<file path="config.mk">
export PLATFORM = sky130hd
export DESIGN_NAME = rng_mole_multi
export DESIGN_NICKNAME = d
export VERILOG_FILES = /design/src/rtl/rng_mole_multi.sv
export SDC_FILE = /design/constraint.sdc
export NUM_CORES = 1
export LEC_CHECK = 0
export CORE_MARGIN = 1
export CORE_UTILIZATION = 39
export CTS_CLUSTER_DIAMETER = 100
export DETAILED_ROUTE_END_ITERATION = 12
export GPL_ROUTABILITY_DRIVEN = 0
export HOLD_SLACK_MARGIN = 0.1
export PLACE_DENSITY_LB_ADDON = 0.25
export SKIP_CTS_REPAIR_TIMING = 1
export SYNTH_ARGS = -nofsm -noshare
export SYNTH_HDL_FRONTEND = slang
export SYNTH_SLANG_ARGS = --single-unit
</file>
<file path="constraint.sdc">
create_clock -name clk -period 8.3 [get_ports clk]
set_clock_uncertainty 0.2 [all_clocks]
set_input_delay 1.66 -clock clk [delete_from_list [all_inputs] [get_ports clk]]
set_output_delay 1.66 -clock clk [all_outputs]
set_load 0.05 [all_outputs]
</file>
<file path="src/rtl/rng_mole_multi.sv">
`timescale 1ns/1ps
// Multi-channel random delay generator for the whack-a-mole game: one Galois LFSR shared by
// all mole channels, level-dependent rejection window and per-mole repeat suppression.
module rng_mole_multi #(
  parameter int                NUM_MOLES  = 4,
  parameter int                LFSR_W     = 16,
  parameter logic [LFSR_W-1:0] TAPS       = 16'hB400,
  parameter int                SEED       = 340,
  parameter int                VAL_W      = 11,
  parameter int                OFFSET     = 300,
  parameter int                LVL_OFFSET = 100,
  parameter int                MAX_VALUE  = 1223,
  parameter int                MAX_TRIES  = 8,
  localparam int               ID_W       = (NUM_MOLES > 1) ? $clog2(NUM_MOLES) : 1
) (
  input  logic              clk,
  input  logic              reset,
  input  logic [1:0]        level,
  input  logic              req,
  input  logic [ID_W-1:0]   req_id,
  output logic              req_ready,
  input  logic              seed_load,
  input  logic [LFSR_W-1:0] seed_in,
  output logic              valid,
  output logic [VAL_W-1:0]  value,
  output logic [ID_W-1:0]   value_id,
  input  logic              value_ack
);

  localparam int WW    = VAL_W + 2;
  localparam int TRY_W = $clog2(MAX_TRIES + 1);
  localparam int NCH   = 1 << ID_W;
  localparam logic [LFSR_W-1:0] SEED_V = LFSR_W'(SEED);

  typedef enum logic [1:0] {IDLE, DRAW, OUT} state_t;

  state_t                    state, state_nx;
  logic [LFSR_W-1:0]         lfsr;
  logic [ID_W-1:0]           cur_id;
  logic [1:0]                lvl_q;
  logic [TRY_W-1:0]          try_cnt;
  logic [NCH-1:0][VAL_W-1:0] last_val;
  logic [NCH-1:0]            last_vld;
  logic [VAL_W-1:0]          raw;
  logic                      rep_hit;
  logic                      draw_ok;
  logic                      give_up;

  function automatic logic [LFSR_W-1:0] lfsr_step(input logic [LFSR_W-1:0] s);
    return s[0] ? ((s >> 1) ^ TAPS) : (s >> 1);
  endfunction

  // Both bounds tested through the sign of a difference, so a zero lower bound needs no special case.
  function automatic logic win_check(input logic [VAL_W-1:0] r, input logic [1:0] lvl);
    logic signed [WW:0] hi;
    logic signed [WW:0] d_lo;
    logic signed [WW:0] d_hi;
    hi   = (WW+1)'(MAX_VALUE) - (WW+1)'(int'(lvl) * LVL_OFFSET);
    d_lo = $signed({3'b000, r}) - (WW+1)'(OFFSET);
    d_hi = hi - $signed({3'b000, r});
    return !d_lo[WW] && !d_hi[WW];
  endfunction

  assign raw       = lfsr[VAL_W-1:0];
  assign rep_hit   = last_vld[cur_id] && (raw == last_val[cur_id]);
  assign draw_ok   = win_check(raw, lvl_q) && !rep_hit;
  assign give_up   = !draw_ok && (try_cnt == TRY_W'(MAX_TRIES - 1));
  assign req_ready = (state == IDLE);

  // A seed load replaces the advance but never touches the FSM.
  always_ff @(posedge clk) begin
    if (reset) begin
      lfsr <= SEED_V;
    end else if (seed_load) begin
      lfsr <= (seed_in == '0) ? SEED_V : seed_in;
    end else begin
      lfsr <= lfsr_step(lfsr);
    end
  end

  always_ff @(posedge clk) begin
    if (reset) begin
      state <= IDLE;
    end else begin
      state <= state_nx;
    end
  end

  always_comb begin
    state_nx = state;
    case (state)
      IDLE:    if (req) state_nx = DRAW;
      DRAW:    if (draw_ok || give_up) state_nx = OUT;
      OUT:     if (value_ack) state_nx = IDLE;
      default: state_nx = IDLE;
    endcase
  end

  always_ff @(posedge clk) begin
    if (reset) begin
      valid    <= 1'b0;
      value    <= '0;
      value_id <= '0;
      try_cnt  <= '0;
      cur_id   <= '0;
      lvl_q    <= '0;
      last_val <= '0;
      last_vld <= '0;
    end else begin
      case (state)
        IDLE: begin
          if (req) begin
            cur_id <= req_id;
            lvl_q  <= level;
          end
        end
        DRAW: begin
          if (draw_ok) begin
            valid            <= 1'b1;
            value            <= raw;
            value_id         <= cur_id;
            last_val[cur_id] <= raw;
            last_vld[cur_id] <= 1'b1;
          end else if (give_up) begin
            // Fallback bypasses the repeat check but still becomes this mole's last value.
            valid            <= 1'b1;
            value            <= VAL_W'(OFFSET);
            value_id         <= cur_id;
            last_val[cur_id] <= VAL_W'(OFFSET);
            last_vld[cur_id] <= 1'b1;
            try_cnt          <= try_cnt + 1'b1;
          end else begin
            try_cnt <= try_cnt + 1'b1;
          end
        end
        OUT: begin
          if (value_ack) begin
            valid   <= 1'b0;
            try_cnt <= '0;
          end
        end
        default: ;
      endcase
    end
  end

endmodule

</file>
==> results of run 1 <==
[worst min-delay path by stage]
stage	startpoint	endpoint	slack [ps]	cells past startpoint
finish	value_id[0]$_SDFFE_PP0P_	value_id[0]$_SDFFE_PP0P_	260	2
global route	last_val[39]$_SDFFE_PP0P_	last_val[39]$_SDFFE_PP0P_	290	2
CTS	last_val[39]$_SDFFE_PP0P_	last_val[39]$_SDFFE_PP0P_	270	2
detailed placement	lfsr[12]$_SDFF_PP0_	lfsr[11]$_SDFF_PP0_	250	2
global placement	lfsr[12]$_SDFF_PP0_	lfsr[11]$_SDFF_PP0_	250	2
floorplan	last_vld[2]$_SDFFE_PP0P_	last_vld[2]$_SDFFE_PP0P_	240	1
[cell usage after synthesis (2+ instances only)]
master                      count  share of area, %
sky130_fd_sc_hd__mux2i_1       31               7.4
sky130_fd_sc_hd__a21oi_1       12               1.4
sky130_fd_sc_hd__xor2_1         2              0.42
sky130_fd_sc_hd__o21a_1         5              0.89
sky130_fd_sc_hd__o32ai_1       28               5.8
sky130_fd_sc_hd__xnor2_1       19               3.9
sky130_fd_sc_hd__buf_6          9               2.4
sky130_fd_sc_hd__nor2b_1        3              0.45
sky130_fd_sc_hd__clkbuf_1      24               2.1
sky130_fd_sc_hd__nand2_1       52               4.6
sky130_fd_sc_hd__o2111ai_1      2              0.42
sky130_fd_sc_hd__a21oi_2        4              0.83
sky130_fd_sc_hd__dfxtp_1       88                42
sky130_fd_sc_hd__or2_2          4              0.59
sky130_fd_sc_hd__a21o_1         2              0.36
sky130_fd_sc_hd__nor2_1        25               2.2
sky130_fd_sc_hd__nand3_1        6              0.71
sky130_fd_sc_hd__buf_2          3              0.36
sky130_fd_sc_hd__ha_1          11               3.3
sky130_fd_sc_hd__o22ai_1        4              0.59
sky130_fd_sc_hd__or3_1          4              0.59
sky130_fd_sc_hd__nor4_1         4              0.59
sky130_fd_sc_hd__buf_4          2              0.36
sky130_fd_sc_hd__nor3_1         2              0.24
sky130_fd_sc_hd__a211oi_1       2              0.36
sky130_fd_sc_hd__o221a_1       19               5.1
sky130_fd_sc_hd__nand2b_1       2              0.30
sky130_fd_sc_hd__o32ai_2        7               2.7
sky130_fd_sc_hd__mux4_2         4               2.1
sky130_fd_sc_hd__o21ai_0        4              0.47
sky130_fd_sc_hd__inv_1         20               1.8
[worst reg2reg max path, cell delays in order (launching register included)]
cell,delay [ps]
sky130_fd_sc_hd__dfxtp_1,370
sky130_fd_sc_hd__buf_4,390
sky130_fd_sc_hd__mux2i_1,290
sky130_fd_sc_hd__xnor2_1,130
sky130_fd_sc_hd__or4_4,510
sky130_fd_sc_hd__a221oi_2,410
sky130_fd_sc_hd__a21o_4,480
sky130_fd_sc_hd__a21oi_2,350
sky130_fd_sc_hd__o221a_1,310
[sequential cells by signal (all words and copies together), names as in the netlist]
signal	count
last_val	44
last_vld	4
lvl_q	2
state	2
value	11
try_cnt	4
lfsr	16
value_id	2
cur_id	2
valid	1
[cell families (layout without fill, tap and decap cells)]
logic type / count (synthesis) / count (layout) / share of synthesized area [%]
buf+inv: 58 / 78 / 7.03
flops: 88 / 88 / 41.8
mux: 35 / 35 / 9.50
xor+xnor: 21 / 21 / 4.36
compound gates: 100 / 100 / 21.6
fa+ha+maj: 11 / 11 / 3.26
simple gates: 113 / 113 / 12.4
[cells in the final DEF, fill, tap and decap left out, types with 3 or more instances in the layout]
cell,count
sky130_fd_sc_hd__dfxtp_1,88
sky130_fd_sc_hd__nand2_1,52
sky130_fd_sc_hd__clkdlybuf4s50_1,39
sky130_fd_sc_hd__mux2i_1,31
sky130_fd_sc_hd__o32ai_1,28
sky130_fd_sc_hd__nor2_1,25
sky130_fd_sc_hd__inv_1,19
sky130_fd_sc_hd__xnor2_1,19
sky130_fd_sc_hd__o221a_1,19
sky130_fd_sc_hd__a21oi_1,12
sky130_fd_sc_hd__ha_1,11
sky130_fd_sc_hd__clkbuf_8,9
sky130_fd_sc_hd__o32ai_2,7
sky130_fd_sc_hd__nand3_1,6
sky130_fd_sc_hd__o21a_1,5
sky130_fd_sc_hd__or3_1,4
sky130_fd_sc_hd__mux4_2,4
sky130_fd_sc_hd__o21ai_0,4
sky130_fd_sc_hd__nor4_1,4
sky130_fd_sc_hd__o22ai_1,4
sky130_fd_sc_hd__a21oi_2,4
sky130_fd_sc_hd__or2_2,4
sky130_fd_sc_hd__nor2b_1,3
sky130_fd_sc_hd__buf_4,3
[layout make-up]
class | instances | area, µm² | area share (%)
Clock buffer | 10 | 128 | 2.67
Tap cell | 136 | 170 | 3.56
Timing Repair Buffer | 42 | 413 | 8.65
Sequential cell | 88 | 1760 | 36.9
Inverter | 20 | 75.1 | 1.57
Clock inverter | 6 | 67.6 | 1.42
Multi-Input combinational cell | 280 | 2160 | 45.2
[metal layers]
metal,wire length [µm],part of all wire (%)
met3,349,3.2
met5,0,0
met4,329,3.1
met2,5000,46
met1,5100,47
[through the flow]
stage / cells / area (µm²)
2_1_floorplan: 426 / 4220
3_3_place_gp: 566 / 4580
3_5_place_dp: 566 / 4580
4_1_cts: 582 / 4770
5_1_grt: 582 / 4770
6_report: 582 / 4770
[power breakdown]
group / internal [mW] / switching, mW
Combinational: 0.0640 / 0.0979
Clock: 0.140 / 0.160
Sequential: 0.440 / 0.0242
Total: 0.645 / 0.282
==> run summary, run 1 <==
In this run the static leakage power is 1.63 nW. After global routing the overflow that remains totals 0. The count of final hold-check violations is 0, and the worst hold-check slack is 265 ps.

The startpoint identified for the worst register-to-register timing path is cur_id[0]$_SDFFE_PP0P_. Together, buffers and inverters on the worst path number 4. After synthesis the cells add up to 4220 µm².

The worst setup path is captured at a flop. Measured on the finished design, the core utilization comes to 45.8%. Row generation in the floorplan step produced 37 rows.

Dividing the synthesized area by the synthesized cell count gives 9.90 µm². The run gives 10400 µm² as the floorplan core area. The worst reg2reg path endpoint is last_val[38]$_SDFFE_PP0P_. The post-synthesis instance total was 426; the DRC violation count after routing was 0. The required arrival time at the worst endpoint was 8310 ps; the top-level port count was 40. For this design, the slowest cell found on the critical path is sky130_fd_sc_hd__clkinv_1.

For this run, the number of Yosys warnings is 0. The cell class contributing the biggest share of worst-path delay was buffers and inverters. IR analysis of the VDD net gives a maximum drop of 0.0923 mV. The pre-antenna-repair detailed-routing pass consisted of 5 iterations.

The met3 track demand over resource was 3.62%; the area overhead of the layout relative to synthesis was 13.2%. The post-layout total power was 0.927 mW. Largest stage delay on the critical path: 640 ps. TritonCTS built the clock tree. For the final routed database, the setup TNS stands at 0 ps.

Timing would allow up to 0.250 GHz. The flip-flop and latch count after synthesis came out at 88. The clock-pin transition on the worst setup and hold timing paths was 100 ps.

Detailed routing inserted a total of 3275 vias. Number of max-slew violations in the final report: 0. The critical path in this run is classified as in2reg. Fill cells in the final layout number 1014.

The reported max-cap violation count is 0, and the path depth of the worst reg2reg path is 8. Counting flops with a built-in enable in the synthesized netlist gives 0. After layout, the worst setup slack is 4300 ps. In this run the worst setup path begins at reset.

Dividing total power by cell area gives a power density of 194 nW/µm². Global routing consumed, on the met2 layer, 32.2% of the routing resources. The final critical delay including setup and external delays was 4000 ps; the post-placement worst setup slack was 3920 ps. The peak-usage layer in the global routing report is met2. The final cycle utilization of the critical path is 48.2%. The cell sitting at the root of the clock tree is a sky130_fd_sc_hd__clkbuf_8. The H-tree was split into 3 levels. No sink is reached through more buffers than the 2 on the longest clock path. Clock tree synthesis inserted a total of 9 buffers. The estimated wirelength of the detail-placed design is 7.10 mm.

The top fanout value on the critical path is 45, and the worst path arrival time is 4010 ps. The number of nets in the synthesized netlist is 462. Entering global routing, the biggest net connects 46 pins. Setup repair after global routing left no endpoint under its margin. For the total detailed-routing wirelength, the log shows 10.8 mm.

Counting flops with an async set or reset pin after synthesis yields a share of 0%. The tools report the kind of start point of the critical path as an input pin. The die covers 11200 µm². In the final design database the tool counted 477 nets.

In the global route stage, met1 resource usage came out at 26.8%. The run finished with clean final reports. The detailed router finished its first iteration with 188 violations. The tools report the critical path endpoint as last_val[31]$_SDFFE_PP0P_. For the worst-skew pair, the clock arrives at the later sink with an insertion delay of 370 ps. Walking the worst path, the cells encountered are clkdlybuf4s50_1, buf_4, clkinv_1, buf_4, nand2_1, o32ai_1.

The initial antenna violation count is 0, and the x dimension of the die is 106 µm. The global-route wire length before repair was 17.4 mm. By instance count, the cell type seen most on the critical path is sky130_fd_sc_hd__buf_4. Setup violations remaining at the end of the flow were counted as 0. In this run the tool buffered the top-level ports with 39 buffer cells. Height of the die: 106 µm.

Sequential elements use 41.8% of the synthesized area. For flop-to-flop paths, the worst setup slack is 4750 ps. The worst-margin pin slew came out at 866 ps.

In the routed layout, each cell is associated on average with a via count of 5.63. Dividing the detail-routed wire length by the instance count gives 18.5 µm. In this run the remaining antenna-violating nets after routing total 0. The leading register cell type out of synthesis is sky130_fd_sc_hd__dfxtp_1. The number of logic stages on the critical path including buffering was 6.

The fraction of layout cells with a size suffix above 1 was 9.87%; the total track usage was 20.2%. The tools report the clock sink count as 88. The number of global-route vias before repair is 3216.

The effective utilization at floorplan was 40.5%; the relative slew slack was 42.1%. The logs give 0 for the diode insertion count for antenna repair and 53 for the number of distinct library cells after synthesis. The class of the worst hold path was reg2reg.
(Power assumes the default switching activity.)
==> inputs of run 2 (changes only) <==
==> constraint.sdc (replaced) <==
create_clock -name clk -period 4.12 [get_ports clk]
set_clock_uncertainty 0.2 [all_clocks]
set_input_delay 0.824 -clock clk [delete_from_list [all_inputs] [get_ports clk]]
set_output_delay 0.824 -clock clk [all_outputs]
set_load 0.05 [all_outputs]
==> run 2 against run 1 <==
Sequential power up 100%. Global-route usage up 0.55 points. Worst hold slack improved by 3.0 ps. Setup slack worse by 3700 ps. Sequential share of layout area shrank 0.71 points. Combinational power grew 110%. Total power grew 110%. Final area rose by 2.0%. Critical path type is now reg2reg. Highest routed layer unchanged.
==> run summary, run 2 (synthesis results as in run 1) <==
The flip-flop count of the largest register, all copies and words added was 44; the DRC marker count from the first detailed-route iteration was 291. Effective utilization at floorplan: 40.5%. Worst-margin pin slew: 905 ps.

The count of nets left with antenna violations once routing finished came out at 0. The tools report the type of element capturing the critical path as a flop. From bottom edge to top edge, the die measures 106 µm. In this run the worst hold path is classified as reg2reg.

For this run, the top clock speed supported by timing is 0.287 GHz. The number of nets in the layout was 484. The critical path's slowest cell is sky130_fd_sc_hd__dfxtp_1.

The logs give 37 for the placement row count and 20.8% for the total track usage. IR analysis of the VDD net gives a maximum drop of 0.227 mV. The per-cell routed wire length is 18.5 µm, and the final setup TNS is 0 ps. The area overhead of the layout relative to synthesis came out at 15.4%.

The start-to-end type of the worst setup path was reg2reg. Buffers placed on the I/O ports in this run total 39. The run gives 0 as the number of max-slew violations in the final report. STA puts the critical path data required time at 4170 ps. The tools report the met3 track demand over resource as 4.48%. Total via count after detailed routing: 3305.

In the global route stage, met1 resource usage came out at 27.1%. Entering global routing, the biggest net connects 35 pins. In the final layout, the registers with the most flip-flops are last_val x44, lfsr x16, value x11. The die is 106 µm wide. The worst register-to-register path begins at cur_id[0]$_SDFFE_PP0P_.

After detailed placement, the total cell area comes to 4630 µm². The largest buffer count on any clock path is 2. The cell depth of the worst hold path came out at 2. For the worst flop-to-flop path, the logic depth is 7.

Of the cells placed in the final design, the portion with a size suffix greater than 1 is 11.0%. Traced cell by cell, the critical path runs through mux2i_1, xnor2_1, or4_1, a221oi_2, a21o_4, a21oi_2, o221a_1. Setup repair after global routing left no endpoint under its margin. STA classifies the critical path startpoint as a flop. Once placement completed, the tool counted placed cells totaling 573. The final design instance area without fill is 4870 µm². The run finished with clean final reports. The final critical delay including setup and external delays was 3480 ps; the total clock buffers created by CTS was 9. The H-tree was split into 3 levels. The top cell types in the final layout, fill and taps aside, are sky130_fd_sc_hd__dfxtp_1 (88), sky130_fd_sc_hd__nand2_1 (52), sky130_fd_sc_hd__clkdlybuf4s50_1 (39). 0 antenna diodes ended up in the layout. The count of final hold-check violations is 0. The register containing the most flip-flops in the final layout is last_val. The first detailed-routing pass ran for 4 iterations.

The relative slew slack is 39.6%, and the clock-pin transition on the worst setup and hold timing paths is 90 ps. In this run the count of I/O pins placed on the die edge is 40. The logs give 3530 ps for the worst path arrival time and 589 for the post-layout instance count excluding filler cells.

The worst register-to-register path has a setup slack of 640 ps. For this block, the routed nets add up to 10.9 mm of wire. Once detailed placement completed, the half-perimeter wirelength came to 7.71 mm. The run gives 88 as the clock sink count.

After global routing, the most crowded layer is met2. TritonCTS built the clock tree. Total power divided by cell area: 408 nW/µm².

The reported max-cap violation count is 0. For this design the static power due to leakage is 1.68 nW. Across all hold checks on the routed design, the worst slack comes to 268 ps. The floorplan core area was 10400 µm²; the setup-violating endpoint count in the final report was 0.

For the worst-skew pair, the clock arrives at the later sink with an insertion delay of 350 ps. The number of global-route vias before repair was 3265. The commonest non-fill, non-tap cell in the layout is sky130_fd_sc_hd__dfxtp_1. For this run, design rule violations remaining after detail routing come to 0. The final cycle utilization of the critical path works out to 84.4%.

The largest stage delay on the critical path is 920 ps. The top fanout value on the critical path was 34; the number of vias per cell was 5.61. For this run, global-route usage on met2 was measured as 33.0%. The endpoint identified for the worst register-to-register timing path is last_val[2]$_SDFFE_PP0P_. In this run the most critical hold path is launched from value_id[0]$_SDFFE_PP0P_. Clock tree synthesis selected as its root buffer the cell sky130_fd_sc_hd__clkbuf_8. Summed over all layers, the global routing overflow is 0. The path with the worst hold slack has its endpoint at value_id[0]$_SDFFE_PP0P_. The first global-routing pass estimated 17.8 mm of wire. For the initial antenna violation count, the log shows 0. For the area of the die, the log shows 11200 µm².
-- run 2: cell type report --
cell class | count | area [µm²]
clock buffer | 11 | 131
clock inverter | 5 | 105
fill | 996 | 5550
inverter | 20 | 75.1
multi-input combinational | 280 | 2160
sequential | 88 | 1760
tap | 136 | 170
timing repair buffer | 49 | 465
-- run 2: report_power, final --
part / internal [mW] / switching [mW]
Sequential: 0.887 / 0.0523
Combinational: 0.137 / 0.197
Clock: 0.404 / 0.307
-- run 2: stage by stage --
stage,utilization (%),setup WS (ps),power [mW]
6_report,46.7,641,1.98
5_1_grt,46.7,293,2.07
4_1_cts,46.7,642,2.00
3_5_place_dp,44.5,668,1.29
3_3_place_gp,44.5,736,1.29
2_1_floorplan,-,1290,1.19
-- run 2: critical path: cells and delay by family (launching register included) --
family	cells	cell delay, ps
mux	1	330
simple gates	1	530
flops	1	920
compound gates	4	1300
xor+xnor	1	90
-- run 2: worst max path at each step --
| stage | depth (start not counted) | start | endpoint | slack [ps] |
|---|---|---|---|---|
| 6_report | 7 | cur_id[0]$_SDFFE_PP0P_ | last_val[2]$_SDFFE_PP0P_ | 640 |
| 5_1_grt | 8 | cur_id[0]$_SDFFE_PP0P_ | last_val[41]$_SDFFE_PP0P_ | 290 |
| 4_1_cts | 7 | cur_id[0]$_SDFFE_PP0P_ | last_val[41]$_SDFFE_PP0P_ | 640 |
| 3_5_place_dp | 7 | cur_id[0]$_SDFFE_PP0P_ | last_val[2]$_SDFFE_PP0P_ | 670 |
| 3_3_place_gp | 7 | cur_id[0]$_SDFFE_PP0P_ | last_val[2]$_SDFFE_PP0P_ | 740 |
| 2_1_floorplan | 11 | lfsr[3]$_SDFF_PP0_ | last_val[13]$_SDFFE_PP0P_ | 1290 |
-- run 2: metal layers --
layer | wire length (µm) | share of wire (%)
met5 | 0 | 0
met4 | 302 | 2.8
met3 | 630 | 5.8
met2 | 5180 | 48
met1 | 4790 | 44
==> inputs of run 3 (changes only) <==
==> constraint.sdc (replaced) <==
create_clock -name clk -period 2.9 [get_ports clk]
set_clock_uncertainty 0.2 [all_clocks]
set_input_delay 0.58 -clock clk [delete_from_list [all_inputs] [get_ports clk]]
set_output_delay 0.58 -clock clk [all_outputs]
set_load 0.05 [all_outputs]
==> run 3 against run 2 <==
Count of clock-buffer cells in the layout down 2. Largest cell class unchanged. Clock power up 11%. Critical endpoint is now last_val[7]$_SDFFE_PP0P_. Largest power group unchanged. Wire length up 3.4%. Maximum frequency up 21%.
==> run summary, run 3 (synthesis results as in run 1) <==
The run finished with clean final reports. In this run the worst setup path begins at cur_id[0]$_SDFFE_PP0P_. In the layout the commonest cells are sky130_fd_sc_hd__dfxtp_1 (86), sky130_fd_sc_hd__nand2_1 (52), sky130_fd_sc_hd__clkdlybuf4s50_1 (39).

The clock-pin transition on the worst setup and hold timing paths was 100 ps; the total power divided by cell area was 522 nW/µm². Critical path endpoint: last_val[7]$_SDFFE_PP0P_. The run gives 0.242 mV as the worst ir drop on vdd. After legalization and detailed placement, the total HPWL measured 8.00 mm. The die is 106 µm wide. In this run the clock root is driven by a sky130_fd_sc_hd__clkbuf_8.

After floorplanning, the core was sized to cover 10400 µm². The tools report the reported max-cap violation count as 0. The cell class contributing the biggest share of worst-path delay was compound AO/OA/AOI/OAI gates.

The worst reg2reg path endpoint is last_val[7]$_SDFFE_PP0P_. Counting both buffers and inverters, the worst setup path holds a total of 2. The tools report the DRC marker count from the first detailed-route iteration as 265. For the count of H-tree levels built during CTS, the log shows 3. The initial utilization of the core area, before any placement, comes to 40.5%.

The floorplan has 37 rows. The largest stage delay on the critical path works out to 540 ps. The path class of the tightest hold or removal check is reg2reg.

Counting cells, the worst reg-to-reg path comes to 9. Global routing consumed, on the met3 layer, 2.70% of the routing resources. STA classifies the critical path startpoint as a flop. Setup violations remaining at the end of the flow were counted as 0.

Leaving out fill and tap cells, the most frequent cell in the layout is sky130_fd_sc_hd__dfxtp_1. Clock tree synthesis found a total of 88 sinks. TritonCTS built the clock tree. Using the TritonRoute via totals, the vias-per-cell ratio works out to 5.59. The tools report the DRC violation count after routing as 0. Setup repair after global routing could not meet its margin everywhere. The worst path arrival time is 2930 ps, and the count of final hold-check violations is 0. The number of nets in the layout was 509; the number of global-route vias before repair was 3404. The critical path crosses 9 cells after its start point. For this run, global-route usage on met1 was measured as 27.6%.

Total power for the finished layout comes to 2.67 mW. Timing would allow up to 0.348 GHz. More flip-flops sit in one register than any other, and that register is last_val. The area after detailed placement is 4850 µm². The worst register-to-register path begins at cur_id[0]$_SDFFE_PP0P_.

The post-layout instance count excluding filler cells is 614, and the total clock buffers created by CTS is 9. The first global-routing pass estimated 17.8 mm of wire. After global routing the overflow that remains totals 0.

In the final layout, the registers with the most flip-flops are last_val x44, lfsr x16, value x11. For the number of max-slew violations in the final report, the log shows 0. Setup slack on the worst reg-to-reg path comes out at 30 ps. After global routing, the most crowded layer is met2.

The count of nets left with antenna violations once routing finished came out at 0. The final cycle utilization of the critical path is 99.1%, and the flip-flop count of the largest register, all copies and words added is 44. The clock period could shrink to 2870 ps. For this design the static power due to leakage is 1.82 nW. The start point of the worst hold path is last_val[39]$_SDFFE_PP0P_. The top fanout value on the critical path was 8; the required arrival time at the worst endpoint was 2950 ps. The critical path goes through buf_12, mux2i_1, xnor2_1, or4_4, a221oi_4, a21o_4, a21oi_2, buf_4, o32ai_1. Entering global routing, the biggest net connects 34 pins.

The relative slew slack is 59.5%. The repair_antennas step left the layout with diodes totalling 0. The pre-antenna-repair detailed-routing pass consisted of 5 iterations.

The routed layout has 3430 vias. The final design instance area without fill was 5110 µm². Compared with the post-synthesis result, the final layout area differs by 21.2%.

The run gives 26.7 ps as the setup slack after layout. The run gives 20.5% as the total track usage. The critical path is of the reg2reg type.

The tools report the type of element capturing the critical path as a flop. Buffers placed on the I/O ports in this run total 39. Dividing the detail-routed wire length by the instance count gives 18.4 µm. 40 I/O pins were placed. The die covers 11200 µm².

For this run, global-route usage on met2 was measured as 33.3%. In the final layout, the share of cells above drive strength 1 is 17.4%. Initial antenna violation count: 0. Once placement completed, the tool counted placed cells totaling 596. At the later pin of the worst-skew pair, clock insertion delay measures 360 ps. The largest individual stage delay along the critical path comes from the cell sky130_fd_sc_hd__or4_4. Before CTS, the worst setup slack after placement is -81.0 ps. The tools report the largest buffer count on any clock path as 2. The height of the die was 106 µm; the total detailed-routing wirelength was 11.3 mm. Worst-margin pin slew: 607 ps.
[run 3: worst reg2reg max path, cell delays in order (launching register included)]
cell and delay, ps:
sky130_fd_sc_hd__dfxtp_4 410, sky130_fd_sc_hd__buf_12 160, sky130_fd_sc_hd__mux2i_1 230, sky130_fd_sc_hd__xnor2_1 120, sky130_fd_sc_hd__or4_4 540, sky130_fd_sc_hd__a221oi_4 340, sky130_fd_sc_hd__a21o_4 240, sky130_fd_sc_hd__a21oi_2 160
sky130_fd_sc_hd__buf_4 230, sky130_fd_sc_hd__o32ai_1 150
[run 3: worst min path at each step]
stage / endpoint / slack (ps) / depth (start not counted)
CTS: last_val[39]$_SDFFE_PP0P_ / 270 / 2
floorplan: last_vld[2]$_SDFFE_PP0P_ / 240 / 1
global route: last_val[42]$_SDFFE_PP0P_ / 290 / 2
global placement: lfsr[11]$_SDFF_PP0_ / 240 / 2
detailed placement: value_id[1]$_SDFFE_PP0P_ / 250 / 2
finish: last_val[39]$_SDFFE_PP0P_ / 270 / 2
[run 3: layout make-up]
class                   count  area (µm²)
fillers                   978        5310
flip-flops and latches     88        1770
clock buffers               9         124
clock inverters             7        52.6
inverters                  20        75.1
repair buffers             74         724
multi-input cells         280        2190
well taps                 136         170
[run 3: where the power goes]
part | switching [mW] | internal (mW) | leakage, nW
sequential | 0.0450 | 1.26 | 0.717
clock | 0.473 | 0.319 | 0.0904
combinational | 0.331 | 0.239 | 1.01
[run 3: per-stage QoR]
stage	hold WS [ps]	TNS [ps]	utilization, %
after CTS	266	-941	48.3
after global placement	244	-102	46.6
after detailed placement	252	-755	46.6
after global routing	287	-924	49.1
final	265	0	49.1
after floorplan	235	0	-
[run 3: routing by layer]
layer	part of all wire, %	up-vias
li1	-	1658
met1	48	1655
met2	46	98
met3	4.0	19
met4	2.5	0
met5	0	-
